**config.mk**
```make
export PLATFORM = sky130hd
export DESIGN_NAME = uart_sfr_ctrl_flat
export DESIGN_NICKNAME = d
export VERILOG_FILES = /design/src/rtl/uart_sfr_ctrl_if.sv /design/src/rtl/uart_sfr_ctrl.sv /design/src/flat_wrapper.sv
export SDC_FILE = /design/constraint.sdc
export NUM_CORES = 1
export LEC_CHECK = 0
export BUFFER_PORTS_ARGS = -buffer_cell sky130_fd_sc_hd__buf_2
export CAP_MARGIN = 25
export CORE_MARGIN = 3
export CORE_UTILIZATION = 30
export DETAILED_ROUTE_END_ITERATION = 8
export MAX_ROUTING_LAYER = met4
export PLACE_DENSITY = 0.59
export SKIP_CTS_REPAIR_TIMING = 1
export SYNTH_ARGS = -nofsm -noshare
export SYNTH_HDL_FRONTEND = slang
export SYNTH_SLANG_ARGS = --single-unit
```
**constraint.sdc**
```tcl
create_clock -name pclk -period 3.6 [get_ports pclk]
set_input_delay 0.36 -clock pclk [delete_from_list [all_inputs] [get_ports pclk]]
set_output_delay 0.36 -clock pclk [all_outputs]
set_load 0.02 [all_outputs]
```
**src/rtl/uart_sfr_ctrl_if.sv**
```systemverilog
// APB-side register access bus between the APB slave front end and uart_sfr_ctrl.
// Signal suffixes are written from the register block's point of view.
interface uart_sfr_ctrl_if;
   logic        wr_en_i;
   logic        rd_en_i;
   logic [31:0] addr_i;
   logic [31:0] wdata_i;
   logic [31:0] rdata_o;
   logic        pready_o;

   modport slave (
      input  wr_en_i, rd_en_i, addr_i, wdata_i,
      output rdata_o, pready_o
   );

   modport master (
      output wr_en_i, rd_en_i, addr_i, wdata_i,
      input  rdata_o, pready_o
   );
endinterface

```
**src/rtl/uart_sfr_ctrl.sv**
```systemverilog
// UART special-function-register block: DATA/CTRL/BAUD/STATUS/IER map,
// TX push / RX pop strobes, sticky error flags and a registered interrupt.
module uart_sfr_ctrl #(
   parameter logic [15:0] BAUD_RST = 16'd54
) (
   input  logic              pclk,
   input  logic              presetn,
   uart_sfr_ctrl_if.slave    bus,
   output logic              tx_push_o,
   output logic [7:0]        tx_data_o,
   input  logic              tx_full_i,
   input  logic              tx_empty_i,
   output logic              rx_pop_o,
   input  logic [7:0]        rx_data_i,
   input  logic              rx_empty_i,
   input  logic              overrun_i,
   output logic [7:0]        ctrl_o,
   output logic [15:0]       baud_div_o,
   output logic              irq_o
);

   typedef enum logic [1:0] {
      IDLE     = 2'd0,
      WR_ACK   = 2'd1,
      RD_FETCH = 2'd2,
      RD_ACK   = 2'd3
   } state_t;

   localparam logic [2:0] OFF_DATA   = 3'd0;
   localparam logic [2:0] OFF_CTRL   = 3'd1;
   localparam logic [2:0] OFF_BAUD   = 3'd2;
   localparam logic [2:0] OFF_STATUS = 3'd3;
   localparam logic [2:0] OFF_IER    = 3'd4;

   state_t      state_q;
   logic [2:0]  off_q;
   logic [31:0] rdata_q;
   logic [4:0]  ctrl_q;
   logic [15:0] baud_q;
   logic [3:0]  ier_q;
   logic        rx_ovr_q, rx_ovr_d;
   logic        tx_ovf_q, tx_ovf_d;
   logic        tx_push_q;
   logic [7:0]  tx_data_q;
   logic        irq_q, irq_d;

   logic [2:0]  wr_off;
   logic        do_wr;
   logic [31:0] rd_mux;
   logic        unused_bits;

   assign wr_off = bus.addr_i[4:2];
   assign do_wr  = (state_q == IDLE) && bus.wr_en_i;
   assign unused_bits = ^{bus.addr_i[31:5], bus.addr_i[1:0], bus.wdata_i[31:16]};

   // Set events win over a coincident write-one-to-clear.
   always_comb begin
      rx_ovr_d = (rx_ovr_q & ~(do_wr && wr_off == OFF_STATUS && bus.wdata_i[3])) | overrun_i;
      tx_ovf_d = (tx_ovf_q & ~(do_wr && wr_off == OFF_STATUS && bus.wdata_i[4]))
               | (do_wr && wr_off == OFF_DATA && tx_full_i);
      irq_d    = |(ier_q & {tx_ovf_q, rx_ovr_q, tx_empty_i, ~rx_empty_i});
   end

   always_comb begin
      rd_mux = 32'd0;
      case (off_q)
         OFF_DATA:   rd_mux = rx_empty_i ? 32'd0 : {24'd0, rx_data_i};
         OFF_CTRL:   rd_mux = {27'd0, ctrl_q};
         OFF_BAUD:   rd_mux = {16'd0, baud_q};
         OFF_STATUS: rd_mux = {27'd0, tx_ovf_q, rx_ovr_q, rx_empty_i, tx_empty_i, tx_full_i};
         OFF_IER:    rd_mux = {28'd0, ier_q};
         default:    rd_mux = 32'd0;
      endcase
   end

   always_ff @(posedge pclk or negedge presetn) begin
      if (!presetn) begin
         state_q   <= IDLE;
         off_q     <= 3'd0;
         rdata_q   <= 32'd0;
         ctrl_q    <= 5'd0;
         baud_q    <= BAUD_RST;
         ier_q     <= 4'd0;
         rx_ovr_q  <= 1'b0;
         tx_ovf_q  <= 1'b0;
         tx_push_q <= 1'b0;
         tx_data_q <= 8'd0;
         irq_q     <= 1'b0;
      end else begin
         rx_ovr_q  <= rx_ovr_d;
         tx_ovf_q  <= tx_ovf_d;
         irq_q     <= irq_d;
         tx_push_q <= 1'b0;
         case (state_q)
            IDLE: begin
               if (bus.wr_en_i) begin
                  case (wr_off)
                     OFF_DATA: begin
                        if (!tx_full_i) begin
                           tx_push_q <= 1'b1;
                           tx_data_q <= bus.wdata_i[7:0];
                        end
                     end
                     OFF_CTRL: ctrl_q <= bus.wdata_i[4:0];
                     OFF_BAUD: baud_q <= bus.wdata_i[15:0];
                     OFF_IER:  ier_q  <= bus.wdata_i[3:0];
                     default:  ;
                  endcase
                  state_q <= WR_ACK;
               end else if (bus.rd_en_i) begin
                  off_q   <= bus.addr_i[4:2];
                  state_q <= RD_FETCH;
               end
            end
            WR_ACK:   state_q <= IDLE;
            RD_FETCH: begin
               rdata_q <= rd_mux;
               state_q <= RD_ACK;
            end
            RD_ACK:   state_q <= IDLE;
            default:  state_q <= IDLE;
         endcase
      end
   end

   // The pop coincides with the edge that captures the show-ahead head byte.
   assign rx_pop_o     = (state_q == RD_FETCH) && (off_q == OFF_DATA) && !rx_empty_i;
   assign bus.pready_o = (state_q == WR_ACK) || (state_q == RD_ACK);
   assign bus.rdata_o  = (state_q == RD_ACK) ? rdata_q : 32'd0;
   assign tx_push_o    = tx_push_q;
   assign tx_data_o    = tx_data_q;
   assign ctrl_o       = {3'd0, ctrl_q};
   assign baud_div_o   = baud_q;
   assign irq_o        = irq_q;

endmodule

```
**src/flat_wrapper.sv**
```systemverilog
// flat-port wrapper written by rule: the top's interface ports become plain ports
module uart_sfr_ctrl_flat 
#(
   parameter logic [15:0] BAUD_RST = 16'd54
)
  (pclk, presetn, tx_push_o, tx_data_o, tx_full_i, tx_empty_i, rx_pop_o, rx_data_i, rx_empty_i, overrun_i, ctrl_o, baud_div_o, irq_o, bus_wr_en_i, bus_rd_en_i, bus_addr_i, bus_wdata_i, bus_rdata_o, bus_pready_o);
  uart_sfr_ctrl_if bus_i ();
  input  logic pclk;
  input  logic presetn;
  output logic tx_push_o;
  output logic [7:0] tx_data_o;
  input  logic tx_full_i;
  input  logic tx_empty_i;
  output logic rx_pop_o;
  input  logic [7:0] rx_data_i;
  input  logic rx_empty_i;
  input  logic overrun_i;
  output logic [7:0] ctrl_o;
  output logic [15:0] baud_div_o;
  output logic irq_o;
  input wire logic [$bits(bus_i.wr_en_i)-1:0] bus_wr_en_i;
  input wire logic [$bits(bus_i.rd_en_i)-1:0] bus_rd_en_i;
  input wire logic [$bits(bus_i.addr_i)-1:0] bus_addr_i;
  input wire logic [$bits(bus_i.wdata_i)-1:0] bus_wdata_i;
  output wire logic [$bits(bus_i.rdata_o)-1:0] bus_rdata_o;
  output wire logic [$bits(bus_i.pready_o)-1:0] bus_pready_o;
  assign bus_i.wr_en_i = bus_wr_en_i;
  assign bus_i.rd_en_i = bus_rd_en_i;
  assign bus_i.addr_i = bus_addr_i;
  assign bus_i.wdata_i = bus_wdata_i;
  assign bus_rdata_o = bus_i.rdata_o;
  assign bus_pready_o = bus_i.pready_o;
  uart_sfr_ctrl #(.BAUD_RST(BAUD_RST)) u_core (.pclk(pclk), .presetn(presetn), .bus(bus_i), .tx_push_o(tx_push_o), .tx_data_o(tx_data_o), .tx_full_i(tx_full_i), .tx_empty_i(tx_empty_i), .rx_pop_o(rx_pop_o), .rx_data_i(rx_data_i), .rx_empty_i(rx_empty_i), .overrun_i(overrun_i), .ctrl_o(ctrl_o), .baud_div_o(baud_div_o), .irq_o(irq_o));
endmodule
```
==> results of run 1 <==
==> where the power goes <==
group | internal (mW) | switching, mW
clock network | 0.406 | 0.262
registers | 0.965 | 0.324
logic | 0.507 | 0.555
total | 1.88 | 1.14
==> synthesized netlist by cell type (5+ instances only) <==
cell      instances
nand2_1          12
o211ai_1          8
buf_4            19
a22o_1            8
clkbuf_1         12
o21ai_0           5
nor4bb_1          8
a22oi_1           6
mux2_2           29
mux2_4           10
dfrtp_1          54
and3_1           17
nor2_1            7
==> metal layers <==
metal  share of wire [%]  wire length, µm  global-route usage (%)
met5                   0                0                       -
met4                 1.3               90                    4.48
met3                 5.9              411                    3.25
met2                  48             3350                    22.0
met1                  45             3100                    17.1
==> state kept, by name, indices dropped and copies added (netlist names) <==
signal	count
u_core.tx_data_o	8
u_core.off_q	3
u_core.tx_push_o	1
u_core.rdata_q	16
u_core.ier_q	4
u_core.ctrl_q	5
u_core.state_q	2
u_core.tx_ovf_q	1
u_core.baud_div_o	16
u_core.irq_o	1
u_core.rx_ovr_q	1
==> cell families (layout without fill, tap and decap cells) <==
family / after synthesis / after routing / synth area share [%]
buffers and inverters: 35 / 102 / 7.49
other: 1 / 19 / 0.133
DFF: 58 / 58 / 51.6
and+or+nand+nor: 59 / 59 / 14.2
muxes: 40 / 40 / 17.3
AOI/OAI and AO/OA: 34 / 34 / 9.31
==> worst max-delay path: stages, from the launching register on <==
cell and delay (ps):
dfrtp_1 790, nor2b_1 550, and2_1 230, buf_2 170
==> through the flow <==
stage	instances	hold slack (ps)	utilization [%]	area, µm²	total power [mW]
after global placement	404	466	36.3	3240	2.35
after global routing	420	128	38.8	3460	3.22
final	420	85.4	38.8	3460	3.02
after CTS	420	94.5	38.8	3460	3.06
after detailed placement	404	467	36.3	3240	2.38
after floorplan	245	64.4	-	2890	2.02
==> path summary, 6_finish.rpt <==
| check | to | slack [ps] | from | depth (start not counted) |
|---|---|---|---|---|
| max in group asynchronous | u_core.rdata_q[5] | 2680 | presetn | 2 |
| min in group pclk | u_core.rx_ovr_q | 200 | overrun_i | 2 |
| hold reg to reg | u_core.rdata_q[5] | 470 | u_core.rdata_q[5] | 2 |
| hold / removal | u_core.tx_data_o[3] | 90 | presetn | 1 |
| setup / recovery | rx_pop_o | 1160 | u_core.state_q[1] | 3 |
| setup reg to reg | u_core.baud_div_o[14] | 1460 | u_core.state_q[0] | 3 |
==> area by class of cell <==
| cell class | count | area (µm²) |
|---|---|---|
| clock inverters | 5 | 77.6 |
| fillers | 902 | 5470 |
| clock buffers | 11 | 141 |
| repair buffers | 84 | 423 |
| multi-input cells | 152 | 1220 |
| well taps | 108 | 135 |
| inverters | 2 | 7.51 |
| flip-flops and latches | 58 | 1460 |
==> results.md, run 1 <==
- Top post-synthesis cells by area: dfrtp_1 48%, mux2_2 12%, mux2_4 5.3%, buf_4 5.1%, and3_1 3.8%
- Pin count of the biggest net entering global routing: 34
- WL/cell: 16.5 µm
- Inserted Clock Buffers: 9
- # diodes: 0
- Detailed router's first-iteration violation count: ~100
- CTS root buf: clkbuf_8
- Antenna violations before repair: 0
- Hold Vio Cnt, Final: 0
- Via/cell ratio: 4.81
- Remaining DRCs: 0
- CTS tree: yes
- Pre-CTS setup slack: between 1000 and 1500 ps
- Core area: approximately 9000 µm²
- Share of layout cells above drive strength 1: between 40% and 50%
- Total number of vias: between 2k and 2.5k
- GPL Wtd Cong: 0.728
- Arrival time of the worst setup path: between 2000 and 2500 ps
- Post-route ant nets: 0
- CP Class: reg2out
- Ys async rst share: 100%
- Worst setup SP type: flip-flop
- Most common library cell in the layout ignoring fill and taps: buf_2
- Tcrit/Tclk final: between 60% and 70%
- Most frequent cells in the layout: 83 x buf_2, 54 x dfrtp_1, 29 x mux2_2
- Initial core utilization: 31.6%
- Share of the synthesized area in the top cell type: 47.9%
- Layout Skew: ~8.3 ps
- Port bufs: 83
- Max VDD drop: 0.393 mV
- Distinct cell type count after synthesis: 35
- Critical Path RT: ~3200 ps
- Tmin final: about 2400 ps
- CP max FO: 22
- Mapped Cells: around 230
- Die Span Y: ~100 µm
- Total Routing Usage GR: between 10% and 20%
- Final setup fails: 0
- Clk_lat worst skew: 340 ps
- Total power per unit cell area: around 870 nW/µm²
- Fin. max-slew vios: 0
- Sequential-to-total area share from yosys stat: approximately half
- Vias in the first global route: 1969
- P_leak: approximately 1.8 nW
- Final worst slack: 1160 ps
- RSZ-0062 raised after global routing: no
- Synth Flop Type: dfrtp_1
- F_max: 0.409 GHz
- Syn_area_per_cell: about 12 µm²
- Hpwl dp: around 5000 µm
- First-pass GRT wire length: between 10000 and 15000 µm
- Std cell rows: 34
- Count of state elements after synthesis: 58
- Post-synth top area cell: dfrtp_1
- Critical Path Sink Type: primary output
- Final wirelength: just under 7000 µm
- Max_slew headroom: roughly half
- GRT Residual Overflow: 0
- Max_cap viols: 0
- Least-Margin Pin Slew: 758 ps
- Num ports: 148
- Post-synth EDFFs: 0
- Cell Area, Synth: 2820 µm²
- Die Area: about 11000 µm²
- H-Tree Depth: 3
- Run status: finished clean
- Yosys warning total: 0
- Max clock buf depth: 2
- Net count reported at finish: 387
- Die W: between 100 and 150 µm
- Clk sinks: 58
- Setup TNS Final: 0 ps
- Synth-to-Final Area Change: 22.7%
- Clock transition at path regs: ~70 ps
- TritonRoute pass-1 iters: 4
- Hold Crit Class: in2async
Note: power is estimated with default switching activity, not from simulation.
==> inputs of run 2 (changes only) <==
clock period = 2.37 ns   (was 3.6 ns; I/O delays follow)
==> results.md, run 2 (synthesis gave the netlist of run 1 again) <==
- R2R setup slack: roughly 560 ps
- Hold Vio Cnt, Final: 0
- Clock transition at path regs: about 60 ps
- First-pass GRT wire length: 11100 µm
- Total Routing Usage GR: 14.4%
- Worst R2R Start: u_core.state_q[1]
- Max_slew headroom: between 60% and 70%
- Vias in the first global route: between 2k and 2.5k
- Arrival time of the worst setup path: around 1800 ps
- CP peak stage delay: about 550 ps
- CP Class: reg2out
- Clk sinks: 58
- Crit-path cells: nor4_1, and2_1, buf_2
- Least-Margin Pin Slew: approximately 600 ps
- Post-DP Area: ~3300 µm²
- GRT Residual Overflow: 0
- Slowest cell on crit path: nor4_1
- Antenna violations before repair: 0
- Remaining DRCs: 0
- Final wirelength: just over 7000 µm
- P_leak: about 1.8 nW
- CP max FO: 15
- Pin count of the biggest net entering global routing: 35
- Layout Skew: between 6 and 7 ps
- Worst reg2reg path depth: 3
- Net count reported at finish: 394
- Hpwl dp: around 5200 µm
- Inserted Clock Buffers: 9
- Critical Path Sink Type: primary output
- Worst setup SP type: flip-flop
- Max_cap viols: 0
- Most common library cell in the layout ignoring fill and taps: buf_2
- Core area: 8930 µm²
- Via/cell ratio: around 5
- Fin. max-slew vios: 0
- CTS tree: yes
- Setup TNS Final: 0 ps
- Post-route cell area: about 3500 µm²
- Run status: finished clean
- Die Area: ~11000 µm²
- WL/cell: 16.7 µm
- Tcrit/Tclk final: between 80% and 90%
- Detailed router's first-iteration violation count: 66
- Clk_lat worst skew: approximately 340 ps
- R2R Path End: u_core.baud_div_o[14]
- Die W: slightly above 100 µm
- WHS Endpoint: u_core.rx_ovr_q
- Initial core utilization: between 30% and 40%
- F_max: just under 0.5 GHz
- Hold Slack: approximately 80 ps
- Number of fill cells: roughly 900
- Total number of vias: 2075
- Share of layout cells above drive strength 1: between 40% and 50%
- Num ports: ~150
- Die Span Y: about 100 µm
- TritonRoute pass-1 iters: 4
- Final setup fails: 0
- GPL Wtd Cong: around 0.78
- Most frequent cells in the layout: 83 x buf_2, 54 x dfrtp_1, 29 x mux2_2
- Total power per unit cell area: approximately 1300 nW/µm²
- Max clock buf depth: 2
- Min-Delay Path Depth: 2
- RSZ-0062 raised after global routing: no
- # diodes: 0
- Min-delay src: overrun_i
- Critical Path RT: about 2100 ps
- Synth-to-Final Area Change: 23.8%
- Hold Crit Class: in2reg
- Port bufs: between 80 and 90
- Post-route ant nets: 0
- Max VDD drop: about 0.61 mV
- CTS root buf: clkbuf_8
- Tmin final: 2060 ps
- H-Tree Depth: 3
- Std cell rows: 34
## run 2: cell types whose count changed in the layout (fill, tap and decap cells not counted)
cell and change:
buf_4 +5, bufinv_16 -2, dlygate4sd3_1 +1, buf_12 +1, clkinvlp_4 -1, clkbuf_1 +1, clkbuf_8 +2
## run 2: power by group
| part | switching (mW) | total [mW] | internal (mW) |
|---|---|---|---|
| clock network | 0.375 | 0.838 | 0.462 |
| logic | 1.01 | 1.84 | 0.830 |
| registers | 0.346 | 1.82 | 1.47 |
| total | 1.73 | 4.50 | 2.76 |
## run 2: layer usage
metal	wire, µm	GRT usage, %	vias to the layer above
met4	102	5.18	0
met1	3070	17.2	1011
met2	3520	23.2	82
li1	-	-	971
met5	0	-	-
met3	428	4.06	11
## run 2: final cells by class
| cell class | instances | area (µm²) | share of cell area, % |
|---|---|---|---|
| flip-flops and latches | 58 | 1460 | 41.7 |
| multi-input cells | 152 | 1220 | 35.0 |
| repair buffers | 91 | 490 | 14.0 |
| clock buffers | 14 | 173 | 4.94 |
| well taps | 108 | 135 | 3.87 |
| clock inverters | 2 | 10.0 | 0.287 |
| inverters | 2 | 7.51 | 0.215 |
## run 2: worst max-delay path by stage
| stage | start | to | slack (ps) |
|---|---|---|---|
| floorplan | u_core.state_q[0] | u_core.baud_div_o[0] | 760 |
| global placement | u_core.state_q[1] | u_core.baud_div_o[8] | 540 |
| detailed placement | u_core.state_q[1] | u_core.baud_div_o[14] | 540 |
| CTS | u_core.off_q[2] | rx_pop_o | 290 |
| global route | u_core.off_q[2] | rx_pop_o | 140 |
| finish | u_core.off_q[2] | rx_pop_o | 310 |
## run 2: critical path: cells and delay by family, from the launching register on
family	cells	cell delay (ps)
simple gates	2	780
buf+inv	1	170
flops	1	540
## run 2: per-stage QoR
stage	util [%]	power (mW)	setup WS [ps]	std cells
finish	39.1	4.50	310	427
floorplan	-	3.06	764	245
global route	39.1	4.82	135	427
global placement	36.9	3.65	542	410
detailed placement	36.9	3.70	535	410
CTS	39.0	4.56	289	426
==> inputs of run 3 (changes only) <==
CORE_ASPECT_RATIO = 0.7   (was unset)
==> results.md, run 3 (synthesis gave the netlist of run 1 again) <==
- Worst R2R Start: u_core.state_q[1]
- Die W: approximately 120 µm
- Tmin final: 1920 ps
- Post-route ant nets: 0
- Max VDD drop: 0.671 mV
- Final wirelength: ~7000 µm
- CP Class: reg2out
- Layout Skew: approximately 4.0 ps
- CTS tree: yes
- WL/cell: around 16 µm
- # diodes: 0
- Via/cell ratio: between 4 and 5
- P_leak: ~1.9 nW
- GRT Residual Overflow: 0
- Most frequent cells in the layout: 83 x buf_2, 54 x dfrtp_1, 29 x mux2_2
- FF+latch area: about 1500 µm²
- Inserted Clock Buffers: 9
- Tcrit/Tclk final: roughly four fifths
- Detailed router's first-iteration violation count: ~110
- Die Span Y: around 87 µm
- Run status: finished clean
- F_max: ~0.52 GHz
- Clk sinks: between 50 and 60
- Final setup fails: 0
- CP max FO: 21
- Least-Margin Pin Slew: approximately 600 ps
- Hpwl dp: slightly above 5000 µm
- H-Tree Depth: 3
- Critical Path RT: between 2000 and 2500 ps
- Footprint of the multi-input gates: between 1000 and 1500 µm²
- Worst setup SP type: flip-flop
- Max_cap viols: 0
- Hold Slack: between 80 and 90 ps
- TritonRoute pass-1 iters: 4
- Std cell rows: 28
- Max_slew headroom: between 50% and 60%
- Port bufs: a little over 80
- Total power per unit cell area: about 1400 nW/µm²
- Hold Crit Class: in2reg
- Post-route cell area: 3640 µm²
- Num ports: ~150
- Fin. max-slew vios: 0
- Share of layout cells above drive strength 1: around half
- Most common library cell in the layout ignoring fill and taps: buf_2
- Number of fill cells: 862
- Worst reg2reg path depth: 3
- First-pass GRT wire length: 11400 µm
- Max clock buf depth: 2
- Setup TNS Final: 0 ps
- RSZ-0062 raised after global routing: no
- GPL Wtd Cong: roughly 0.81
- R2R Path End: u_core.tx_data_o[6]
- Total number of vias: between 2k and 2.5k
- R2R setup slack: between 500 and 600 ps
- Pin count of the biggest net entering global routing: approximately 60
- Post-DP Area: 3320 µm²
- WHS Endpoint: u_core.rx_ovr_q
- Remaining DRCs: 0
- Min-delay src: overrun_i
- Synth-to-Final Area Change: 28.9%
- Initial core utilization: 32.1%
- Total Routing Usage GR: between 10% and 20%
- Clock transition at path regs: ~50 ps
- Arrival time of the worst setup path: between 1500 and 2000 ps
- Die Area: between 10000 and 15000 µm²
- Critical Path Sink Type: primary output
- Clk_lat worst skew: between 300 and 400 ps
- Antenna violations before repair: 0
- Vias in the first global route: 2103
- Core area: between 8000 and 9000 µm²
- Final worst slack: approximately 450 ps
- CTS root buf: clkbuf_16
- Net count reported at finish: slightly below 400
- Min-Delay Path Depth: 2
- Hold Vio Cnt, Final: 0
- Pre-CTS setup slack: 540 ps
run 3: cell count changes in the layout (fill, tap and decap cells not counted), sizes merged:
cell,before,now
buf,90,91
clkbuf,14,15
clkinv,2,1
run 3: where the power goes:
| group | internal (mW) | switching [mW] | total (mW) |
|---|---|---|---|
| sequential | 1.47 | 0.372 | 1.84 |
| combinational | 0.835 | 1.01 | 1.84 |
| clock | 0.847 | 0.422 | 1.27 |
run 3: stage by stage:
stage               power (mW)  cells  util (%)
floorplan                 3.06    245         -
global placement          3.66    423      37.8
detailed placement        3.70    423      37.8
global route              5.28    440      41.3
finish                    4.95    440      41.3
CTS                       5.01    439      41.2
run 3: worst max-delay path, stage by stage (launching register included):
cell and delay, ps:
dfrtp_1 390, buf_4 250, nor2b_1 230, buf_4 180, and2_1 140, buf_2 160
run 3: area by class of cell:
type	instances	share of cell area, %
Multi-Input combinational cell	152	33.6
Inverter	2	0.206
Sequential cell	58	40.1
Timing Repair Buffer	92	13.7
Clock inverter	1	0.138
Clock buffer	15	8.19
Tap cell	120	4.13
run 3: worst max path at each step:
stage	from	endpoint	slack [ps]	cells after the start
4_1_cts	u_core.state_q[1]	rx_pop_o	440	5
3_5_place_dp	u_core.state_q[1]	u_core.tx_data_o[5]	540	3
5_1_grt	u_core.state_q[1]	rx_pop_o	340	5
6_report	u_core.state_q[1]	rx_pop_o	450	5
2_1_floorplan	u_core.state_q[0]	u_core.baud_div_o[0]	760	4
3_3_place_gp	u_core.state_q[1]	u_core.tx_data_o[5]	540	3
run 3: per-layer routing:
| metal | routed length (µm) | global-route usage, % |
|---|---|---|
| met1 | 3390 | 20.0 |
| met2 | 3200 | 20.7 |
| met3 | 502 | 5.45 |
| met4 | 117 | 4.88 |
| met5 | 0 | - |
